--- src/rtl/load_store_unit.sv ---
// Load/store unit between the CPU request channel and a single-port word-wide data memory.
// Sub-word stores are read-modify-write; build with LSU_MISALIGN_TRAP_EN to trap misaligned half/word accesses.
module load_store_unit #(
    parameter int MEM_WORDS = 1000
) (
    input  logic        clk,
    input  logic        rst,

    input  logic        req_valid,
    output logic        req_ready,
    input  logic        req_write,
    input  logic [2:0]  req_funct3,
    input  logic [31:0] req_addr,
    input  logic [31:0] req_wdata,

    output logic        rsp_valid,
    input  logic        rsp_ready,
    output logic [31:0] rsp_rdata,
    output logic        rsp_err,

    output logic [31:0] mem_addr,
    output logic        mem_we,
    output logic [31:0] mem_wdata,
    output logic [1:0]  mem_dqm,
    input  logic [31:0] mem_rdata
);

    // state  | meaning
    // IDLE   | waiting for a request; mem_addr follows req_addr
    // LOAD   | memory read of the addressed word
    // RMW_RD | read of the merge base for SB/SH
    // WRITE  | single-cycle memory write
    // RESP   | response held until the CPU takes it
    typedef enum logic [2:0] {
        IDLE   = 3'd0,
        LOAD   = 3'd1,
        RMW_RD = 3'd2,
        WRITE  = 3'd3,
        RESP   = 3'd4
    } state_t;

    localparam logic [31:0] MEM_WORDS_W = 32'(MEM_WORDS);

    localparam logic [2:0] F3_B  = 3'b000;
    localparam logic [2:0] F3_H  = 3'b001;
    localparam logic [2:0] F3_W  = 3'b010;
    localparam logic [2:0] F3_BU = 3'b100;
    localparam logic [2:0] F3_HU = 3'b101;

    state_t      state_q,  state_d;
    logic        write_q,  write_d;
    logic [2:0]  funct3_q, funct3_d;
    logic [31:0] addr_q,   addr_d;
    logic [31:0] wdata_q,  wdata_d;
    logic [31:0] base_q,   base_d;
    logic [31:0] rdata_q,  rdata_d;
    logic        err_q,    err_d;

    logic        f3_ok;
    logic        range_ok;
    logic        misalign;
    logic        illegal;
    logic [31:0] addr_adj;

    function automatic logic [31:0] load_extend(input logic [2:0]  f3,
                                                input logic [1:0]  lo,
                                                input logic [31:0] word);
        logic [7:0]  b;
        logic [15:0] h;
        logic [31:0] r;
        b = word[8*lo +: 8];
        h = lo[1] ? word[31:16] : word[15:0];
        case (f3)
            F3_B:    r = {{24{b[7]}}, b};
            F3_H:    r = {{16{h[15]}}, h};
            F3_BU:   r = {24'h0, b};
            F3_HU:   r = {16'h0, h};
            default: r = word;
        endcase
        return r;
    endfunction

    function automatic logic [31:0] store_merge(input logic [2:0]  f3,
                                                input logic [1:0]  lo,
                                                input logic [31:0] base,
                                                input logic [31:0] wd);
        logic [31:0] r;
        r = base;
        case (f3)
            F3_B: r[8*lo +: 8] = wd[7:0];
            F3_H: begin
                if (lo[1]) r[31:16] = wd[15:0];
                else       r[15:0]  = wd[15:0];
            end
            default: r = wd;
        endcase
        return r;
    endfunction

    always_comb begin
        if (req_write) begin
            f3_ok = (req_funct3 == F3_B) || (req_funct3 == F3_H) || (req_funct3 == F3_W);
        end else begin
            f3_ok = !((req_funct3 == 3'b011) || (req_funct3 == 3'b110) || (req_funct3 == 3'b111));
        end
        range_ok = {2'b00, req_addr[31:2]} < MEM_WORDS_W;
        misalign = ((req_funct3[1:0] == 2'b01) && req_addr[0]) ||
                   ((req_funct3[1:0] == 2'b10) && (req_addr[1:0] != 2'b00));
        addr_adj = req_addr;
`ifdef LSU_MISALIGN_TRAP_EN
        illegal = !f3_ok || !range_ok || misalign;
`else
        // Clearing the offending bits of an aligned address is a no-op, so no misalign gating needed.
        if (req_funct3[1:0] == 2'b01) addr_adj[0]   = 1'b0;
        if (req_funct3[1:0] == 2'b10) addr_adj[1:0] = 2'b00;
        illegal = !f3_ok || !range_ok;
`endif
    end

    always_comb begin
        state_d   = state_q;
        write_d   = write_q;
        funct3_d  = funct3_q;
        addr_d    = addr_q;
        wdata_d   = wdata_q;
        base_d    = base_q;
        rdata_d   = rdata_q;
        err_d     = err_q;
        req_ready = 1'b0;
        rsp_valid = 1'b0;
        rsp_rdata = 32'h0;
        rsp_err   = 1'b0;
        mem_we    = 1'b0;
        mem_wdata = 32'h0;
        mem_dqm   = 2'b10;
        mem_addr  = {2'b00, addr_q[31:2]};

        case (state_q)
            IDLE: begin
                req_ready = 1'b1;
                mem_addr  = {2'b00, req_addr[31:2]};
                if (req_valid) begin
                    write_d  = req_write;
                    funct3_d = req_funct3;
                    addr_d   = addr_adj;
                    wdata_d  = req_wdata;
                    rdata_d  = 32'h0;
                    err_d    = illegal;
                    if (illegal)                 state_d = RESP;
                    else if (!req_write)         state_d = LOAD;
                    else if (req_funct3 == F3_W) state_d = WRITE;
                    else                         state_d = RMW_RD;
                end
            end
            LOAD: begin
                rdata_d = load_extend(funct3_q, addr_q[1:0], mem_rdata);
                state_d = RESP;
            end
            RMW_RD: begin
                base_d  = mem_rdata;
                state_d = WRITE;
            end
            WRITE: begin
                mem_we    = 1'b1;
                mem_wdata = store_merge(funct3_q, addr_q[1:0], base_q, wdata_q);
                state_d   = RESP;
            end
            RESP: begin
                rsp_valid = 1'b1;
                rsp_rdata = rdata_q;
                rsp_err   = err_q;
                if (rsp_ready) state_d = IDLE;
            end
            default: state_d = IDLE;
        endcase
    end

    always_ff @(posedge clk or posedge rst) begin
        if (rst) begin
            state_q  <= IDLE;
            write_q  <= 1'b0;
            funct3_q <= 3'b000;
            addr_q   <= 32'h0;
            wdata_q  <= 32'h0;
            base_q   <= 32'h0;
            rdata_q  <= 32'h0;
            err_q    <= 1'b0;
        end else begin
            state_q  <= state_d;
            write_q  <= write_d;
            funct3_q <= funct3_d;
            addr_q   <= addr_d;
            wdata_q  <= wdata_d;
            base_q   <= base_d;
            rdata_q  <= rdata_d;
            err_q    <= err_d;
        end
    end

endmodule

--- config.mk ---
export PLATFORM = sky130hd
export DESIGN_NAME = load_store_unit
export DESIGN_NICKNAME = d
export VERILOG_FILES = /design/src/rtl/load_store_unit.sv
export SDC_FILE = /design/constraint.sdc
export NUM_CORES = 1
export LEC_CHECK = 0
export CAP_MARGIN = 30
export CELL_PAD_IN_SITES_DETAIL_PLACEMENT = 1
export CELL_PAD_IN_SITES_GLOBAL_PLACEMENT = 1
export CORE_ASPECT_RATIO = 1.25
export CORE_MARGIN = 4
export CORE_UTILIZATION = 48
export DETAILED_ROUTE_END_ITERATION = 16
export DONT_BUFFER_PORTS = 1
export HOLD_SLACK_MARGIN = 0.15
export PLACE_DENSITY_LB_ADDON = 0.1
export SYNTH_ARGS = -nofsm -noshare
export SYNTH_HDL_FRONTEND = slang
export SYNTH_SLANG_ARGS = --single-unit
--- constraint.sdc ---
create_clock -name clk -period 4.2 [get_ports clk]
set_clock_uncertainty 0.1 [all_clocks]
set_input_delay 0 -clock clk [delete_from_list [all_inputs] [get_ports clk]]
set_output_delay 0 -clock clk [all_outputs]
set_load 0.02 [all_outputs]
Word-level counts from Yosys, hierarchy flattened
Index checks and enable logic that the tools add are counted.

Output and inout bits: 102. Input port bits: 104. Register bits: 135. Word-level logic and storage cells: 68.

Multiplexer cells: 24. Shift operators: 3. $add $sub $neg: 1. Equality and inequality tests: 16. Reduce and logical (&&, ||, !) cells: 16. Magnitude comparators: 1.

Operators by type and width (number): $pmux W32 S2 (2); $pmux W32 S4 (1); $mux W32 (3); $mux W16 (3); $neg A5 Y34 (1); $shift A8 B34 Y32 const A (1); $shiftx A8 B34 Y32 (1); $bwmux W32 (1); $shiftx A32 B6 Y8 (1); $lt A30 B10 Y1 const B (1); $mux W30 (1); $eq A3 B3 Y1 const B (5); $eq A3 B2 Y1 const B (4); $pmux W3 S4 (1); $eq A3 B1 Y1 const B (3); $logic_not A3 Y1 (3); $mux W3 (3); $mux W1 (7); $reduce_and A2 Y1 (3); $logic_or A1 B1 Y1 (5); $mux W2 (2); $ne A2 B2 Y1 const B (2); $logic_not A1 Y1 (3); $eq A2 B1 Y1 const B (1); other kinds (3) (3).

Depth between registers and ports, before layout
Gate-level depths: netlist of run 1.

Word-level depth: 10. Mapped depth: 8. Depth with buffers taken out: 6.

Worst setup path before layout of run 1
Ideal clock, no wire load.

Kind: register to output. From: register addr_q[0]. To: output port mem_wdata[29]. Stages on the path, launching flop included: 9. Path buffers: 2. Slack: 2.115 ns. Required time: 4.100 ns. Data arrival time: 1.985 ns. Path through: dfrtp_1 > buf_6 > inv_1 > ha_1 > nor4bb_1 > clkbuf_1 > a22o_1 > nand2_1 > a21oi_1.

Cells in the longest elaborated chain, start to end: 5. Elaborated cells between the ends (all ways): 6. Those cells by class: 1 x add/sub; 2 x shift; 3 x mux.

RTL lines: start: declaration (RTL line 53) `logic [31:0] addr_q, addr_d;`; start signal: assignment (RTL line 192) `addr_q <= addr_d;`; $neg A5 Y34 * (RTL line 90) `F3_B: r[8*lo +: 8] = wd[7:0];`; $shiftx A8 B34 Y32 or $shift A8 B34 Y32 (tied branches) (RTL line 90); $bwmux W32 * (RTL line 90); $pmux W32 S2 * (RTL line 89) `case (f3)`; $mux W32 * (RTL line 138) `case (state_q)`; end: declaration (RTL line 23) `output logic [31:0] mem_wdata,`.

Every way passes the cells marked *; elsewhere a longest branch is shown, timed or not.

Worst setup path after layout of run 1
From: register state_q[0]. To: register addr_q[3].

Cells in the longest elaborated chain, start to end: 2.

RTL lines: start: declaration (RTL line 50) `state_t state_q, state_d;`; start signal: assignment (RTL line 189) `state_q <= state_d;`; $logic_not A3 Y1 (RTL line 138); $reduce_and A2 Y1 (no line).

No other way between the ends. A chain may end at the register's enable or synchronous reset.

==> results.yml, run 1 <==
status:
  status: "complete, no violations"
floorplanning:
  start_util: 0.496
  die_area_um2: 17000
  coreArea_um2: 14500
  placementRows: 49
  die_h_um: 145
  die_w_um: 118
  io_pins: 206
clock_network:
  postCtsSetupRepairBufs: 0
  cts_tree: "built"
  cts.sinks: 135
  insertion_delay_ns: 0.43
  cts_buffer_depth: 2
  cts_buffers: 17
  clockRootBuffer: "clkbuf_16"
  cts_resized: 0
  hold_buffers: 177
  cts.clk_slew.worst_paths_ns: 0.06
  htree_levels: 4
worst_setup_path:
  end_kind: "flip-flop"
  cp_cell_sequence: "nor3_4 -> buf_4 -> and2_2 -> buf_4 -> nand2_1 -> dlygate4sd3_1 -> nand2_1 -> dlygate4sd3_1"
  cp-start-kind: "flip-flop"
  path_max_fanout: 33
  worstSetupPathType: "flip-flop to flip-flop"
  slowest_stage: "dlygate4sd3_1"
  cp_data_required_time_ns: 4.45
  crit_arrival_ns: 3.70
  critPathMaxStageDelay_ns: 0.58
sta:
  finalHoldViolations: 0
  fmax_ghz: 0.290
  setup-tns-final_ns: 0
  worst_slew_pin_slew_ns: 0.864
  finalCriticalPeriod_ns: 3.45
  slew_headroom: 0.424
  rsz0062_at_grt: "false"
  drv_slew: 0
  setup_violations: 0
  final_min_period_over_clock_period: 0.822
synth:
  async_flop_share: 1.00
  synth_compound_gate_area_share: 0.154
  synth_fa_ha_area_frac: 0.00869
  netlist_area_um2: 7200
  syn_inst: 752
  ys_seq_elements: 135
  syn_area_per_cell_um2: 9.58
  yosys.area_share.simple: 0.200
  synth_xor_area_frac: 0
  synth_cell_type_count: 55
  ys_dominant_reg_cell: "dfrtp_1"
  yosys_warnings: 0
  synthMuxAreaShare: 0.125
  yosysSeqAreaShare: 0.469
  synth_edf_count: 0
  synth_top_family_by_area: "simple AND/OR/NAND/NOR gates"
grt:
  antenna_found_initial: 5
  grt_max_degree: 94
  grt_pass1_wl_um: 45700
  grt_util_met2: 0.598
  grtUsageMet3: 0.0689
  global_route.usage.met1: 0.389
  overflow: 0
  grt-busiest-layer: "met2"
  track_usage: 0.342
  grt_pass1_vias: 7717
power_and_ir_drop:
  ir_drop_mv: 0.336
  p_leak_nw: 4.38
  power.density_nw_per_um2: 442
cells_and_area:
  fin_area_um2: 9740
  synthToLayoutAreaGrowth_pct: 35.3
  mostFrequentLayoutCells: "220 x nand2_1, 177 x dlygate4sd3_1, 135 x dfrtp_1"
  finish.utilization: 0.670
  final_common_cell: "nand2_1"
  drive_gt1_frac: 0.147
  fin_nets: 1017
placed_design:
  placed_cell_area_um2: 7280
  gp_congestion: 0.838
  numPortBuffers: 0
  dp_hpwl_um: 16500
routing:
  drtAntennaViolNets: 0
  first_iter_violations: 561
  viasPerCell: 6.27
  wirelength_um: 29400
  vias: 6926
  drt_pass1_iterations: 5
  post_drt_wl_per_cell_um: 26.6
  drc: 0
run:
  maxCapViolCount: 0
hold_path:
  min_path_type: "primary input to flip-flop"
-- path summary, 6_finish.rpt --
kind	from	endpoint	slack [ns]	cells past startpoint
setup reg to reg	state_q[0]	addr_q[3]	0.75	8
max in group asynchronous	rst	base_q[28]	2.68	3
hold / removal	req_valid	funct3_q[0]	0.12	3
min in group asynchronous	rst	rdata_q[18]	0.15	2
setup / recovery	state_q[0]	addr_q[3]	0.75	8
hold reg to reg	rdata_q[7]	rdata_q[7]	0.37	1
-- sequential cells by signal (all words and copies together), names as in the netlist --
name / cells
state_q: 3
funct3_q: 3
addr_q: 32
err_q: 1
rdata_q: 32
base_q: 32
wdata_q: 32
-- layout make-up --
cell class / count / area, µm²
antenna: 5 / 12.5
clock buffer: 20 / 457
fill: 1532 / 4790
tap: 178 / 223
clock inverter: 12 / 199
multi-input combinational: 557 / 3550
inverter: 9 / 38.8
sequential: 135 / 3380
timing repair buffer: 188 / 1890
-- per-layer routing --
| layer | share of wire | vias up |
|---|---|---|
| li1 | - | 2951 |
| met1 | 0.36 | 3465 |
| met2 | 0.52 | 380 |
| met3 | 0.059 | 130 |
| met4 | 0.060 | 0 |
| met5 | 0 | - |
-- power breakdown --
group          total, mW  switching (mW)  internal [mW]
registers           1.61           0.179           1.43
clock network       1.67           0.590           1.08
logic               1.02           0.596          0.422
-- worst max-delay path, delay by kind of cell, from the launching register on --
kind,cells,cell delay [ns]
buffers and inverters,4,1.92
flip-flops,1,0.53
AND/OR/NAND/NOR,4,0.79
-- cells in the mapped netlist, drive strengths merged, types with 2 or more instances --
library cell | number | area share
buf | 31 | 0.026
conb | 2 | 0.0010
nand3 | 6 | 0.0042
a211oi | 7 | 0.011
nand4 | 4 | 0.0035
nand2b | 5 | 0.0043
a21oi | 11 | 0.0087
o2bb2ai | 7 | 0.0085
mux2 | 69 | 0.11
mux2i | 10 | 0.014
a221o | 16 | 0.022
a2bb2oi | 8 | 0.0097
dfrtp | 135 | 0.47
nor3 | 4 | 0.0035
o22ai | 12 | 0.010
ha | 5 | 0.0087
o221ai | 7 | 0.0085
nor2b | 6 | 0.0052
nor4 | 6 | 0.0061
o211ai | 3 | 0.0038
o21ai | 38 | 0.026
a22oi | 20 | 0.021
a22o | 9 | 0.011
a31oi | 5 | 0.0043
a21o | 2 | 0.0023
inv | 9 | 0.0047
nor3b | 3 | 0.0054
a31o | 2 | 0.0024
nand2 | 221 | 0.12
or3 | 2 | 0.0017
and2 | 37 | 0.032
clkbuf | 22 | 0.011
nor2 | 18 | 0.0097
-- cells by family (layout without fill, tap and decap cells) --
| logic type | after synthesis | in the layout |
|---|---|---|
| buffers and inverters | 62 | 229 |
| muxes | 80 | 80 |
| adders and majority gates | 5 | 5 |
| and+or+nand+nor | 319 | 319 |
| AOI/OAI and AO/OA | 149 | 149 |
| other | 2 | 9 |
| DFF | 135 | 135 |
-- stage by stage --
stage	hold slack, ns	setup WS [ns]	std cells	total power, mW
floorplan	0.00544	0.489	754	2.16
global placement	-0.0117	1.55	887	2.29
detailed placement	-0.00293	1.40	889	2.33
CTS	0.166	0.336	1098	4.22
global route	0.157	0.669	1104	4.46
finish	0.122	0.749	1104	4.31
(Power assumes the default switching activity.)
==> run 2: changes to the inputs <==
clock period = 3.2 ns   (was 4.2 ns; I/O delays follow)
==> run 2 against run 1 <==
The flow now stops in clock tree synthesis (4_1_cts). Synthesized cell count stayed put. Synthesized area is the same.
==> results.yml, run 2 <==
status:
  status: "did not finish"
  failed_stage: "clock tree synthesis (4_1_cts)"
  error: "[ERROR RSZ-0060] Max buffer count reached."
synth:
  netlist_area_um2: 7200
  ys_seq_elements: 135
  yosys.cell_count.top_type: "nand2_1"
  yosysTopAreaCell: "dfrtp_1"
  ys_top_cells_by_area: "dfrtp_1 47%, nand2_1 12%, mux2_2 11%"
  synth_top_area_share: 0.469
  ys_dominant_reg_cell: "dfrtp_1"
  yosysSeqAreaShare: 0.469
  syn_area_per_cell_um2: 9.58
  synth_edf_count: 0
  syn_inst: 752
  yosys-top-cells-count: "221 x nand2_1, 135 x dfrtp_1, 69 x mux2_2"
  yosys_warnings: 0
  async_flop_share: 1.00
  synth_cell_type_count: 55
clock_network:
  postCtsSetupRepairBufs: 0
  htree_levels: 4
  hold_buffers: 188
  clockRootBuffer: "clkbuf_16"
  cts_buffers: 17
  cts.sinks: 135
  cts_resized: 0
  cts_buffer_depth: 2
floorplanning:
  io_pins: 206
  die_h_um: 145
  die_w_um: 118
  placementRows: 49
  start_util: 0.496
placed_design:
  dp_hpwl_um: 16700
  gp_congestion: 0.842
  numPortBuffers: 0
  placed_cell_area_um2: 7400
==> run 2: cell counts after synthesis <==
No cell type changed its count.
==> run 2: kinds of logic after synthesis <==
| group | share of synthesized area |
|---|---|
| flops | 0.469 |
| compound gates | 0.154 |
| other cells | 0.00104 |
| simple gates | 0.200 |
| fa+ha+maj | 0.00869 |
| buf+inv | 0.0426 |
| mux | 0.125 |
==> run 2: stage by stage <==
stage                     setup slack [ns]  hold slack [ns]  cells
after detailed placement             0.844           0.0123    904
after global placement               0.929          0.00813    904
after floorplan                       1.12          0.00544    754
==> run 3: changes to the inputs <==
CELL_PAD_IN_SITES_DETAIL_PLACEMENT = unset   (was 1)
CELL_PAD_IN_SITES_GLOBAL_PLACEMENT = unset   (was 1)
CORE_ASPECT_RATIO = unset   (was 1.25)
CORE_UTILIZATION = 40   (was 48)
HOLD_SLACK_MARGIN = unset   (was 0.15)
PLACE_DENSITY_LB_ADDON = 0.15   (was 0.1)
==> run 3 against run 2 <==
The run now ends clean.
==> results.yml, run 3 (synthesis gave the netlist of run 1 again) <==
clock_network:
  clockRootBuffer: "clkbuf_16"
  cts.sinks: 135
  cts_buffers: 17
  hold_buffers: 117
  htree_levels: 4
  insertion_delay_ns: 0.42
  cts_tree: "built"
  cts.clk_slew.worst_paths_ns: 0.06
  cts_resized: 0
  postCtsSetupRepairBufs: 0
  cts_buffer_depth: 2
worst_setup_path:
  reg2reg_to: "funct3_q[0]"
  worst-r2r-setup-slack_ns: 0.26
  cp_cell_sequence: "nor3_4 -> buf_4 -> and2_2 -> nand2_1 -> dlygate4sd3_1 -> o21ai_0 -> dlygate4sd3_1"
  end_kind: "flip-flop"
  rr_startpoint: "state_q[0]"
  crit_arrival_ns: 3.19
  critPathMaxStageDelay_ns: 0.56
  rr_worst_depth: 7
  slowest_stage: "dlygate4sd3_1"
  cp_data_required_time_ns: 3.45
  worstSetupPathType: "flip-flop to flip-flop"
  cp-endpoint: "funct3_q[0]"
  crit_top_cell: "dlygate4sd3_1"
  cp-start-kind: "flip-flop"
  cp-startpoint: "state_q[0]"
  path_max_fanout: 21
run:
  maxCapViolCount: 0
grt:
  overflow: 0
  grt_max_degree: 136
  grt_pass1_wl_um: 36400
  grt_pass1_vias: 6501
  track_usage: 0.231
  antenna_found_initial: 0
sta:
  rsz0062_at_grt: "false"
  fin_hold_ws_ns: 0.00938
  setup_violations: 0
  final_min_period_over_clock_period: 0.919
  drv_slew: 0
  fmax_ghz: 0.340
  finalCriticalPeriod_ns: 2.94
  finalHoldViolations: 0
  layout_setup_ws_ns: 0.259
  worst_slew_pin_slew_ns: 0.993
  setup-tns-final_ns: 0
  slew_headroom: 0.337
power_and_ir_drop:
  p_leak_nw: 4.15
  power.density_nw_per_um2: 553
  ir_drop_mv: 0.437
routing:
  drtAntennaViolNets: 0
  vias: 6282
  wirelength_um: 23600
  drt_pass1_iterations: 5
  post_drt_wl_per_cell_um: 21.4
  drc: 0
  first_iter_violations: 415
  viasPerCell: 5.70
placed_design:
  dpl.cell_count: 954
  preCtsSetupSlack_ns: 0.879
  numPortBuffers: 0
  dp_hpwl_um: 16500
  gp_congestion: 0.946
cells_and_area:
  fin_nets: 974
  drive_gt1_frac: 0.173
  finish.utilization: 0.526
  final_cells: 1103
  synthToLayoutAreaGrowth_pct: 27.8
  mostFrequentLayoutCells: "220 x nand2_1, 135 x dfrtp_1, 117 x dlygate4sd3_1"
  final_common_cell: "nand2_1"
floorplanning:
  die_area_um2: 20200
  die_w_um: 142
  io_pins: 206
  die_h_um: 142
  placementRows: 48
  coreArea_um2: 17500
  start_util: 0.412
hold_path:
  min_path_type: "primary input to flip-flop"
  holdPathStages: 4
status:
  status: "complete, no violations"
## run 3: layout make-up
| class | count | area (µm²) |
|---|---|---|
| fill | 1567 | 8280 |
| multi-input combinational | 557 | 3550 |
| sequential | 135 | 3380 |
| timing repair buffer | 145 | 1390 |
| clock buffer | 17 | 425 |
| tap | 225 | 282 |
| clock inverter | 14 | 135 |
| inverter | 9 | 37.5 |
| antenna | 1 | 2.50 |
## run 3: worst min-delay path by stage
stage / endpoint / startpoint
2_1_floorplan: addr_q[10] / req_addr[10]
3_3_place_gp: wdata_q[5] / req_wdata[5]
3_5_place_dp: addr_q[16] / req_addr[16]
4_1_cts: err_q / req_addr[11]
5_1_grt: state_q[2] / req_addr[7]
6_report: err_q / req_addr[11]
## run 3: through the flow
stage          total power, mW  instance area [µm²]
2_1_floorplan             2.83                 7210
6_report                  5.09                 9200
3_5_place_dp              3.06                 7470
5_1_grt                   5.31                 9200
4_1_cts                   5.10                 9200
3_3_place_gp              3.04                 7470
## run 3: critical path, delay by kind of cell (launching register included)
family | cells | cell delay (ns)
AO/OA/AOI/OAI | 1 | 0.07
buffers and inverters | 3 | 1.42
flip-flops | 1 | 0.51
AND/OR/NAND/NOR | 3 | 0.77
## run 3: layer usage
metal / global-route usage / part of all wire / up-vias
li1: - / - / 2861
met1: 0.297 / 0.42 / 3097
met2: 0.376 / 0.47 / 286
met3: 0.0652 / 0.080 / 38
met4: 0.0818 / 0.029 / 0
met5: 0 / 0 / -
## run 3: power by group
| part | switching (mW) | total, mW | internal [mW] |
|---|---|---|---|
| clock network | 0.755 | 1.89 | 1.13 |
| logic | 0.669 | 1.11 | 0.438 |
| registers | 0.213 | 2.09 | 1.88 |
| total | 1.64 | 5.09 | 3.45 |
==> run 4: changes to the inputs <==
CELL_PAD_IN_SITES_DETAIL_PLACEMENT = 1   (was unset)
CELL_PAD_IN_SITES_GLOBAL_PLACEMENT = 1   (was unset)
CORE_UTILIZATION = 35   (was 40)
TNS_END_PERCENT = 10   (was unset)
==> run 4 against run 3 <==
Power rose by 2.7%. Register-to-register slack improved by 0.27 ns. Wire length increased by 9.4%. Clock power up 4%. The run now ends with hold timing left. Highest routed layer unchanged.
==> results.yml, run 4 (synthesis gave the netlist of run 1 again) <==
clock_network:
  hold_buffers: 123
  cts_resized: 0
  insertion_delay_ns: 0.42
  cts.clk_slew.worst_paths_ns: 0.06
  clockRootBuffer: "clkbuf_16"
  cts_buffers: 17
  postCtsSetupRepairBufs: 0
  cts_buffer_depth: 2
  htree_levels: 4
  cts.sinks: 135
  cts_tree: "built"
grt:
  grt_pass1_vias: 6835
  grt_max_degree: 136
  overflow: 0
  antenna_found_initial: 0
  track_usage: 0.229
  grt_pass1_wl_um: 40000
routing:
  vias: 6244
  drt_pass1_iterations: 4
  first_iter_violations: 340
  drtAntennaViolNets: 0
  viasPerCell: 5.41
  post_drt_wl_per_cell_um: 22.4
  drc: 0
  wirelength_um: 25900
cells_and_area:
  drive_gt1_frac: 0.173
  fill_cells: 2279
  mostFrequentLayoutCells: "220 x nand2_1, 135 x dfrtp_1, 123 x dlygate4sd3_1"
  fin_nets: 980
  synthToLayoutAreaGrowth_pct: 29.8
  antenna_cells: 0
  final_common_cell: "nand2_1"
worst_setup_path:
  path_max_fanout: 22
  cp_data_required_time_ns: 3.10
  reg2reg_to: "addr_q[25]"
  end_kind: "output port"
  rr_startpoint: "state_q[0]"
  crit_arrival_ns: 2.77
  worstSetupPathType: "flip-flop to output port"
  cp-start-kind: "flip-flop"
  worst-r2r-setup-slack_ns: 0.53
  rr_worst_depth: 6
sta:
  worst_slew_pin_slew_ns: 0.986
  finalHoldViolations: 1
  drv_slew: 0
  final_min_period_over_clock_period: 0.898
  setup-tns-final_ns: 0
  finalCriticalPeriod_ns: 2.87
  rsz0062_at_grt: "false"
  setup_violations: 0
  fin_hold_ws_ns: -0.00143
  fmax_ghz: 0.348
  slew_headroom: 0.342
status:
  violations: "hold timing"
  status: "complete, but fails checks"
power_and_ir_drop:
  power.density_nw_per_um2: 559
  ir_drop_mv: 0.316
  p_leak_nw: 4.22
  p_total_mw: 5.23
floorplanning:
  die_h_um: 151
  die_w_um: 151
  coreArea_um2: 20200
  start_util: 0.356
  die_area_um2: 22900
  placementRows: 52
  io_pins: 206
placed_design:
  gp_congestion: 0.871
  dp_hpwl_um: 18200
  numPortBuffers: 0
hold_path:
  hold_end: "rdata_q[12]"
  holdPathStages: 4
  min_path_type: "primary input to flip-flop"
  worstHoldStart: "mem_rdata[12]"
run:
  maxCapViolCount: 0
==> run 4: changes by cell type in the layout (fill, tap and decap cells not counted), sizes merged <==
cell	change
clkinv	-6
dlygate4sd3	+6
diode	-1
inv	+8
bufinv	-1
==> run 4: critical path: stages, from the launching register on <==
cell	delay, ns
dfrtp_1	0.85
inv_1	0.31
o21ai_1	0.58
a22oi_1	0.18
o22ai_1	0.44
==> run 4: worst max-delay path by stage <==
| stage | from | endpoint | slack, ns | depth (start not counted) |
|---|---|---|---|---|
| after detailed placement | funct3_q[0] | mem_wdata[9] | 0.78 | 4 |
| after global routing | funct3_q[0] | mem_wdata[10] | 0.17 | 4 |
| after floorplan | addr_q[0] | mem_wdata[29] | 1.12 | 8 |
| after global placement | funct3_q[0] | mem_wdata[10] | 0.93 | 4 |
| after CTS | funct3_q[0] | mem_wdata[9] | 0.31 | 4 |
| final | funct3_q[0] | mem_wdata[9] | 0.33 | 4 |
==> run 4: area by class of cell <==
cell class                 instances  area [µm²]  area share
clock buffer                      17         425      0.0455
clock inverter                    15         159      0.0170
inverter                           9        37.5     0.00401
multi-input combinational        557        3550       0.379
sequential                       135        3380       0.361
tap                              270         338      0.0361
timing repair buffer             151        1470       0.157
==> run 4: where the power goes <==
| part | internal [mW] | total, mW | switching (mW) |
|---|---|---|---|
| Sequential | 1.88 | 2.10 | 0.217 |
| Clock | 1.10 | 1.96 | 0.857 |
| Combinational | 0.480 | 1.17 | 0.689 |
| Total | 3.46 | 5.23 | 1.76 |
==> run 4: per-stage QoR <==
step	worst slack [ns]	util	cell area [µm²]	hold WS (ns)	instances
after floorplan	1.12	-	7210	0.00544	754
after global placement	0.932	0.372	7540	0.00823	999
after detailed placement	0.782	0.372	7540	0.0137	999
after CTS	0.314	0.462	9350	0.000820	1154
after global routing	0.167	0.462	9350	0.0397	1154
final	0.327	0.462	9350	-0.00143	1154
==> run 4: per-layer routing <==
layer	track usage	share of wire	up-vias
met5	0	0	-
met4	0.0811	0.025	0
met3	0.0491	0.053	32
met2	0.398	0.50	191
met1	0.280	0.42	3144
li1	-	-	2877
